<file path="config.mk">
export PLATFORM = sky130hd
export DESIGN_NAME = mem_arbiter
export DESIGN_NICKNAME = d
export VERILOG_FILES = /design/src/rtl/mem_pkg.sv /design/src/rtl/mem_rr_arb2.sv /design/src/rtl/mem_arbiter.sv
export SDC_FILE = /design/constraint.sdc
export NUM_CORES = 1
export LEC_CHECK = 0
export ABC_AREA = 1
export CORE_AREA = 10 10 275 277
export CTS_CLUSTER_SIZE = 12
export DETAILED_ROUTE_END_ITERATION = 10
export DIE_AREA = 0 0 285 287
export DONT_BUFFER_PORTS = 1
export PLACE_DENSITY = 0.3
export SETUP_SLACK_MARGIN = 0.5
export SLEW_MARGIN = 0
export SYNTH_ARGS = -nofsm -noshare
export SYNTH_HDL_FRONTEND = slang
export SYNTH_SLANG_ARGS = --single-unit
</file>
<file path="constraint.sdc">
create_clock -name clk -period 1.41 [get_ports clk]
set_input_delay 0.423 -clock clk [delete_from_list [all_inputs] [get_ports clk]]
set_output_delay 0.423 -clock clk [all_outputs]
set_load 0.01 [all_outputs]
</file>
<file path="src/rtl/mem_pkg.sv">
// Shared widths and state/grant encodings for the two-port memory arbiter.
package mem_pkg;

  localparam int ADDR_W = 26;
  localparam int LINE_W = 128;

  typedef enum logic [1:0] {IDLE, BUSY, RESP} mem_state_t;
  typedef enum logic {GNT_IC, GNT_DC} mem_grant_t;

  // A latency of 1 still needs a one-bit counter.
  function automatic int cnt_width(input int latency);
    return (latency > 1) ? $clog2(latency) : 1;
  endfunction

endpackage

</file>
<file path="src/rtl/mem_rr_arb2.sv">
// Two-way round-robin grant between icache and dcache, remembering the last winner.
module mem_rr_arb2 (
  input  logic                clk,
  input  logic                reset,
  input  logic                req_ic_i,
  input  logic                req_dc_i,
  input  logic                update_i,
  output logic                valid_o,
  output mem_pkg::mem_grant_t grant_o
);
  import mem_pkg::*;

  mem_grant_t last_grant_q;

  assign valid_o = req_ic_i | req_dc_i;

  // On a tie the requester that lost last time wins.
  always_comb begin
    grant_o = GNT_IC;
    if (req_ic_i && req_dc_i) begin
      if (last_grant_q == GNT_IC) begin
        grant_o = GNT_DC;
      end else begin
        grant_o = GNT_IC;
      end
    end else if (req_dc_i) begin
      grant_o = GNT_DC;
    end
  end

  always_ff @(posedge clk) begin
    if (!reset) begin
      last_grant_q <= GNT_IC;
    end else if (update_i && valid_o) begin
      last_grant_q <= grant_o;
    end
  end

endmodule

</file>
<file path="src/rtl/mem_arbiter.sv">
// Memory front end: arbitrates icache/dcache line requests, drives the RAM for a
// fixed latency and returns one line per transaction with a one-cycle ack.
module mem_arbiter #(
  parameter int ADDR_W      = mem_pkg::ADDR_W,
  parameter int LINE_W      = mem_pkg::LINE_W,
  parameter int MEM_LATENCY = 5
) (
  input  logic              clk,
  input  logic              reset,
  input  logic              ic_req,
  input  logic [ADDR_W-1:0] ic_addr,
  output logic              ic_ack,
  output logic [LINE_W-1:0] ic_rdata,
  input  logic              dc_req,
  input  logic [ADDR_W-1:0] dc_addr,
  input  logic              dc_write,
  input  logic [LINE_W-1:0] dc_wdata,
  output logic              dc_ack,
  output logic [LINE_W-1:0] dc_rdata,
  output logic [ADDR_W-1:0] mem_addr,
  output logic [LINE_W-1:0] mem_wdata,
  output logic              mem_write,
  input  logic [LINE_W-1:0] mem_rdata
);
  import mem_pkg::*;

  localparam int               CNT_W    = cnt_width(MEM_LATENCY);
  localparam logic [CNT_W-1:0] CNT_LOAD = CNT_W'(MEM_LATENCY - 1);
  localparam logic [CNT_W-1:0] CNT_ONE  = CNT_W'(1);

  mem_state_t        state_q;
  mem_grant_t        owner_q;
  logic [CNT_W-1:0]  cnt_q;
  logic              wr_q;
  logic              mem_write_q;
  logic              ic_ack_q;
  logic              dc_ack_q;
  logic [ADDR_W-1:0] mem_addr_q;
  logic [LINE_W-1:0] mem_wdata_q;
  logic [LINE_W-1:0] line_q;

  logic       arb_valid;
  mem_grant_t arb_grant;
  logic       arb_update;
  logic       gnt_write;

  assign arb_update = (state_q == IDLE);
  assign gnt_write  = (arb_grant == GNT_DC) && dc_write;

  mem_rr_arb2 u_arb (
    .clk      (clk),
    .reset    (reset),
    .req_ic_i (ic_req),
    .req_dc_i (dc_req),
    .update_i (arb_update),
    .valid_o  (arb_valid),
    .grant_o  (arb_grant)
  );

  // The write strobe is raised one cycle ahead so it lands on the final BUSY cycle.
  always_ff @(posedge clk) begin
    if (!reset) begin
      state_q     <= IDLE;
      owner_q     <= GNT_IC;
      cnt_q       <= '0;
      wr_q        <= 1'b0;
      mem_write_q <= 1'b0;
      ic_ack_q    <= 1'b0;
      dc_ack_q    <= 1'b0;
      mem_addr_q  <= '0;
      mem_wdata_q <= '0;
      line_q      <= '0;
    end else begin
      ic_ack_q    <= 1'b0;
      dc_ack_q    <= 1'b0;
      mem_write_q <= 1'b0;
      case (state_q)
        IDLE: begin
          if (arb_valid) begin
            state_q     <= BUSY;
            owner_q     <= arb_grant;
            cnt_q       <= CNT_LOAD;
            wr_q        <= gnt_write;
            mem_addr_q  <= (arb_grant == GNT_DC) ? dc_addr : ic_addr;
            mem_wdata_q <= dc_wdata;
            mem_write_q <= gnt_write && (MEM_LATENCY == 1);
          end
        end
        BUSY: begin
          if (cnt_q == '0) begin
            state_q  <= RESP;
            ic_ack_q <= (owner_q == GNT_IC);
            dc_ack_q <= (owner_q == GNT_DC);
            if (!wr_q) begin
              line_q <= mem_rdata;
            end
          end else begin
            cnt_q       <= cnt_q - CNT_ONE;
            mem_write_q <= wr_q && (cnt_q == CNT_ONE);
          end
        end
        RESP: begin
          state_q <= IDLE;
        end
        default: begin
          state_q <= IDLE;
        end
      endcase
    end
  end

  assign ic_ack    = ic_ack_q;
  assign dc_ack    = dc_ack_q;
  assign ic_rdata  = line_q;
  assign dc_rdata  = line_q;
  assign mem_addr  = mem_addr_q;
  assign mem_wdata = mem_wdata_q;
  assign mem_write = mem_write_q;

endmodule

</file>
After elaboration in Yosys (flattened, before gate mapping). Index checks and enable logic that the tools add are counted.

Bitwise gates (word level): 5. Multiplexer cells: 10. Reductions and logical operators: 13. Add/subtract/negate cells: 1. Equality and inequality tests: 5.

Operators with widths (number): two-way mux 26 bit (1); AND reduction 3 bit (3); two-way mux 3 bit (2); inequality test 2 bit (second input constant) (3); case mux 3 bit (2 select lines) (1); logical AND 1 bit (4); two-way mux 2 bit (2); NOT 1 bit (4); case mux 2 bit (2 select lines) (1); AND reduction 2 bit (2); == test 3 x 1 -> 1 bit (second input constant) (1); logical NOT 3 bit (1); two-way mux 1 bit (3); OR reduction 3 bit (1); subtractor 3 x 1 -> 3 bit (second input constant) (1); == test 2 x 1 -> 1 bit (second input constant) (1); logical NOT 2 bit (1); nonzero test 2 bit (1); bitwise OR 1 bit (1).

Bits in registers: 293.

Logic depth before layout (Yosys ltp).
Depth in word-level cells: 3. Gate-level depth with buffers: 10.

Cells and area by module. Synthesis repeated with hierarchy kept, for this count alone.

Cells, all modules: 1775. Area total of the unflattened synthesis: 12518.3 um2.

Modules (own cells, without submodules): mem_arbiter (cells an instance 1766, times used 1, area each 12454.4 um2); mem_rr_arb2 (cells an instance 9, times used 1, area each 63.8 um2).

Least setup slack after synthesis. Ideal clock, no wire load.

Kind: reg-to-reg. Start: register cnt_q[0]. End: register line_q[108] (netlist: dc_rdata[108]). Setup time: 0.113 ns. Stages on the path, launching flop included: 10. Path slack: 0.041 ns. Data required time: 1.297 ns. Data arrival time: 1.256 ns. Buffers on the path: 2. Path through: dfxtp_1 inv_1 ha_1 nand2_1 nor2_1 buf_2 buf_2 nand3b_1 nand2_1 nor2_1.

Cells in the longest elaborated chain, start to end: 2.

RTL lines: from (decl) (RTL line mem_arbiter.sv:33) `logic [CNT_W-1:0] cnt_q;`; from (signal assigned) (RTL line mem_arbiter.sv:98) `cnt_q <= cnt_q - CNT_ONE;`; logical NOT 3 bit (RTL line mem_arbiter.sv:90) `if (cnt_q == '0) begin`; AND reduction 3 bit (no line); to (signal assigned) (RTL line mem_arbiter.sv:95) `line_q <= mem_rdata;`; to (decl) (RTL line mem_arbiter.sv:40) `logic [LINE_W-1:0] line_q;`.

No other way between the ends. A chain may end at the register's enable or synchronous reset.

Worst setup path after layout.
Start: register cnt_q[0]. End: register line_q[115] (netlist: dc_rdata[115]).

Same word-level chain as after synthesis.

==> summary.txt <==
GRT
  – GRT overflow: 0
  – M3 GR Usage: 0.0603
  – Initial antenna violation count: 10
  – Routing usage on met2: 0.221
  – GR Util met1: 0.125
  – GRT Total Usage: 0.123
  – First-pass GRT wire length: 75.3 mm
  – Vias in the first global route: 10600
  – GRT busiest layer: met2
  – Largest net degree at the start of global routing: 134

Hold path
  – Worst Hold Path Cells: 2
  – Hold path start: reset
  – Hold Path Class: input port to flop
  – End of the worst hold path: dc_rdata[52]

Timing
  – Fin worst setup slack: -0.159 ns
  – Final Max Slew Viols: 0
  – Final hold violation count: 3
  – Worst slew margin: 0.786
  – Worst hold margin: -0.00204 ns
  – FMAX: 638 MHz
  – Tcrit/Tclk final: 1.11
  – Clock Skew: 0.0124 ns
  – Post-route minimum period: 1.57 ns
  – TNS Setup: -14.15 ns
  – RSZ-0062 raised after global routing: true
  – Final Setup Violations: 130
  – Measured slew at the worst slew-check pin: 0.321 ns

Clock tree
  – Clk pin slew, worst setup/hold paths: 0.05 ns
  – Root Buffer: clkbuf_16
  – CTS Buffer Depth: 3
  – Total CTS buffers: 39
  – TritonCTS clock tree: done
  – Clk_lat worst skew: 0.55 ns
  – H-tree Lvls: 2
  – CTS Sinks: 292
  – Post-CTS Hold Buffers: 128

Logic synthesis
  – Cell variety after synth: 21
  – Synth area leaders: dfxtp_1, nand2_1, buf_4
  – Net Count, Synth: 1936
  – Post-Synthesis Cells: 1620
  – Share of the synthesized area in the top cell type: 0.480
  – Mapped Avg Cell Area: 7.52 µm²
  – Yosys warning count: 0
  – Mapped Area: 0.0122 mm²
  – Register area share after synthesis: 0.480
  – Cell taking the most area after synthesis: dfxtp_1
  – Synth Register Bits: 292

Floorplan
  – Die width: 285 µm
  – Initial Util: 0.175
  – IO Pins: 726
  – Die Ht: 287 µm
  – Placeable core region: 0.0698 mm²
  – Die area: 0.0818 mm²
  – Row count: 97

Setup path
  – Ordered cell list for the critical path: inv_2 -> ha_4 -> inv_2 -> nor2_1 -> nand2_1 -> nor2_4 -> buf_12 -> buf_16 -> clkbuf_16 -> nor2_1 -> nor2_1
  – Worst Reg-to-Reg Cells: 11
  – Worst EP arrival: 2.04 ns
  – Reg2reg end: dc_rdata[115]
  – Crit path launch type: flop
  – R2r setup slk: -0.16 ns
  – CP dominant cell by count: nor2_1
  – Top delay family on crit path: buffers and inverters
  – Setup crit end kind: flop
  – CP required: 1.88 ns
  – FF-to-FF Start: cnt_q[0]
  – Kind of critical path: flop to flop
  – Critical path buffers and inverters: 5
  – Max stage delay on crit path: 0.32 ns
  – Slowest-stage cell, CP: dfxtp_2
  – Critical-path maximum fanout: 8

Placement
  – Dpl cells: 2412
  – DP Wirelength: 37.6 mm
  – IO buf count: 0
  – GPL Wtd Cong: 0.792

Job
  – MaxCap Viol Count: 0

Run status
  – Status: complete, but fails checks
  – Failing checks: hold timing, setup timing

Final layout
  – # nets final: 2021
  – Fin cells: 2673
  – Layout cells sized above 1: 0.423
  – Synth-to-Final Area Change: 54.3%

Routing
  – Routed vias/inst: 3.93
  – DRC: 0
  – Drt pass-1 iters: 5
  – ANT nets after route: 0
  – Avg WL per Cell: 21.3 µm
  – Final WL: 56.9 mm
  – Routed vias: 10500
  – Initial DRC count: 392

Power
  – Leakage: 0.00814 µW
  – Pwr dens: 1500 mW/mm²
  – VDD IR max: 0.784 mV
## sequential cells by signal, indices dropped and copies added (netlist names)
name / cells
state_q: 2
owner_q: 1
dc_ack: 1
cnt_q: 3
ic_ack: 1
mem_addr: 26
mem_write: 1
mem_wdata: 128
wr_q: 1
dc_rdata: 128
## layer usage
layer  routed length [µm]  vias to the layer above
met5                   16                        -
met4                 1280                        4
met3                 5980                       76
li1                     -                     5044
met2                29000                      500
met1                20600                     4878
## repair_timing
item,CTS,global route
resized for setup,465,320
pin swaps,14,192
cloned,15,24
hold endpoints to repair,185,52
buffers inserted,17,8
endpoints found under the setup margin,705,705
## synth_stat cells
cell type / n
nand2_1: 603
dfxtp_1: 292
nor2_1: 260
buf_4: 131
nand3b_1: 128
buf_2: 48
inv_1: 36
nand3_1: 32
or2_2: 26
buf_6: 19
clkbuf_1: 16
buf_1: 8
a21oi_1: 4
ha_1: 3
inv_2: 3
nor3_1: 3
nor2_2: 2
nor2_4: 2
o21ai_0: 2
nand2_4: 1
nand4_1: 1
## layout make-up
| class | instances | area [µm²] |
|---|---|---|
| Antenna cell | 3 | 7.51 |
| Clock buffer | 56 | 1110 |
| Clock inverter | 10 | 120 |
| Fill cell | 7475 | 51000 |
| Inverter | 39 | 171 |
| Multi-Input combinational cell | 1067 | 5770 |
| Sequential cell | 292 | 6770 |
| Tap cell | 940 | 1180 |
| Timing Repair Buffer | 266 | 3660 |
## power breakdown
part	internal (µW)	leakage, µW	switching, µW
combinational	3450	0.00497	3230
clock	5830	0.000598	3910
sequential	9680	0.00258	2130
total	19000	0.00814	9260
## cells by family (layout without fill, tap and decap cells)
group,after synthesis,count (layout),share of synthesized area
buffers and inverters,261,371,0.137
DFF,292,292,0.480
and+or+nand+nor,1058,1058,0.377
other,0,3,0
adders and majority gates,3,3,0.00308
AOI/OAI and AO/OA,6,6,0.00247
## worst reg2reg max path, delay by kind of cell, from the launching register on
kind | cells | cell delay, ns
buf+inv | 5 | 0.60
simple gates | 5 | 0.43
flops | 1 | 0.32
fa+ha+maj | 1 | 0.15
## through the flow
stage	total power (µW)	setup slack (ns)	area, µm²	utilization
global placement	15700	-0.168	13100	0.187
global route	29900	-0.230	18800	0.269
floorplan	14600	0.0667	12700	-
finish	28200	-0.159	18800	0.269
CTS	27500	-0.166	17100	0.245
detailed placement	15700	-0.173	13100	0.187
## how the worst max path moves through the flow
stage / slack [ns] / cells after the start / to / from
floorplan: 0.07 / 10 / dc_rdata[37] / cnt_q[1]
global placement: -0.17 / 9 / dc_rdata[125] / cnt_q[1]
detailed placement: -0.17 / 9 / dc_rdata[60] / cnt_q[1]
CTS: -0.17 / 10 / dc_rdata[60] / cnt_q[0]
global route: -0.23 / 12 / dc_rdata[116] / cnt_q[0]
finish: -0.16 / 11 / dc_rdata[115] / cnt_q[0]
## placed cells by master, fill, tap and decap left out, drive strengths merged
| cell type | netlist | layout |
|---|---|---|
| a21oi | 4 | 4 |
| buf | 206 | 119 |
| bufinv | 0 | 2 |
| clkbuf | 16 | 75 |
| clkinv | 0 | 5 |
| clkinvlp | 0 | 2 |
| dfxtp | 292 | 292 |
| diode | 0 | 3 |
| dlygate4sd3 | 0 | 128 |
| ha | 3 | 3 |
| inv | 39 | 40 |
| nand2 | 604 | 604 |
| nand3 | 32 | 32 |
| nand3b | 128 | 128 |
| nand4 | 1 | 1 |
| nor2 | 264 | 264 |
| nor3 | 3 | 3 |
| o21ai | 2 | 2 |
| or2 | 26 | 26 |
(Power assumes the default switching activity.)
==> RTL change: new RTL, config.mk and constraints unchanged <==
Re-encode `mem_state_t` (3 states) as one-hot, 3 bits wide.
--- a/src/rtl/mem_pkg.sv
+++ b/src/rtl/mem_pkg.sv
@@ -6,3 +6,3 @@
 
-  typedef enum logic [1:0] {IDLE, BUSY, RESP} mem_state_t;
+  typedef enum logic [2:0] {IDLE = 3'b001, BUSY = 3'b010, RESP = 3'b100} mem_state_t;
   typedef enum logic {GNT_IC, GNT_DC} mem_grant_t;
Behaviour: same outputs for any inputs over 4 cycles, from zero or initial values and one cycle with reset low; so few cycles prove little.
==> RTL change against the unedited design <==
- the run ends with setup timing left
- sequential power fell by 8%
- sequential share of layout area rose by 2.8 points
- synthesized area fell by 4.7%
- die area did not move
- final area fell by 14%
- critical path depth fell by 3
- wire length fell by 9.9%
- via count fell by 5.6%
- setup slack improved by 20 ps
- first-iteration DRC count rose by 6.4%
- power fell by 11%
- sequential cell count rose by 1
- count of clock-buffer cells in the layout rose by 5
==> RTL change: results (changes against the unedited design) <==
- Post-CTS setup buffer count: 5 (-12)
- DP HPWL: 35000 um (-6.7%)
- GPL Wtd Cong: 0.771 (-2.7%)
- Vias in the first global route: 9981 (-6.1%)
- Hold_buf cts: 114 (-11%)
- First-pass GRT wire length: 70700 um (-6.1%)
- Initial antenna violation count: 4 (-6)
- Post-Syn Nets: 1848 (-4.5%)
- Synth Instances: 1532 (-5.4%)
- Final setup fails: 150 (+15%)
- Detailed-route via count: 9909 (-5.6%)
- Worst setup margin: -139 ps (+19.5 ps)
- Main area contributors after synthesis: dfxtp_1 51%, nor2_1 19%, o21ai_0 10%
- Met3 global-route usage: 6.36% (+0.33 points)
- GRT Overall Usage: 11.3% (-1.0 points)
- Lkg Pwr: 6.27 nW (-23%)
- Met1 GRT Util: 11.5% (-1.0 points)
- Placement Cell Area: 0.0123 mm^2 (-5.7%)
- Layout cell share with drive strength beyond 1: 29.5% (-13 points)
- Synth cell count leaders: 598 x nor2_1, 293 x dfxtp_1, 240 x o21ai_0
- WP data arrival: 1960 ps (-80 ps)
- Maximum VDD drop: 768 uV (-2.1%)
- Non-Filler Instances: 2522 (-5.6%)
- Max-slew headroom: 12.1% (-67 points)
- Dpl cells: 2303 (-4.5%)
- WHS Endpoint: dc_rdata[1]
- Reg-to-reg startpoint: cnt_q[1]
- Number of gates resized after CTS: 163 (-65%)
- Hold slack: 35.9 ps (+38.0 ps)
- Maximum fanout along the worst path: 80 (+72)
- Synth Area in Compound Gates: 12.4% (+12 points)
- Min-delay src: mem_rdata[1]
- Worst R2R End: dc_rdata[48]
- Routed wl met2: 25500 um (-12%)
- Unique masters post-synth: 22 (+4.8%)
- Metal-1 WL: 18400 um (-11%)
- Final Skew: 10.6 ps (-1.80 ps)
- Status: finished with violations
- Violated checks: setup timing
==> RTL change: area by class of cell <==
class,instances,share of cell area (%)
clock buffers,61,7.37
clock inverters,7,0.549
flip-flops and latches,293,38.8
inverters,68,1.85
well taps,940,7.27
diodes,3,0.0464
repair buffers,204,15.4
multi-input cells,946,28.7
==> RTL change: power by group through the flow <==
stage | Combinational (mW) | Sequential, mW | Clock [mW]
5_1_grt | 4.83 | 11.0 | 10.8
3_5_place_dp | 3.27 | 11.1 | 0
3_3_place_gp | 3.22 | 11.1 | 0
2_1_floorplan | 3.09 | 10.4 | 0
4_1_cts | 3.74 | 10.9 | 10.4
6_report | 4.33 | 10.9 | 9.93
==> RTL change: through the flow <==
step	setup slack [ps]	util (%)	total power [mW]	setup TNS (ps)
2_1_floorplan	102	-	13.5	0
3_3_place_gp	-151	17.6	14.3	-5310
3_5_place_dp	-162	17.6	14.4	-7300
4_1_cts	-76.1	22.1	25.1	-7140
5_1_grt	-171	23.2	26.6	-24420
6_report	-139	23.2	25.1	-10280
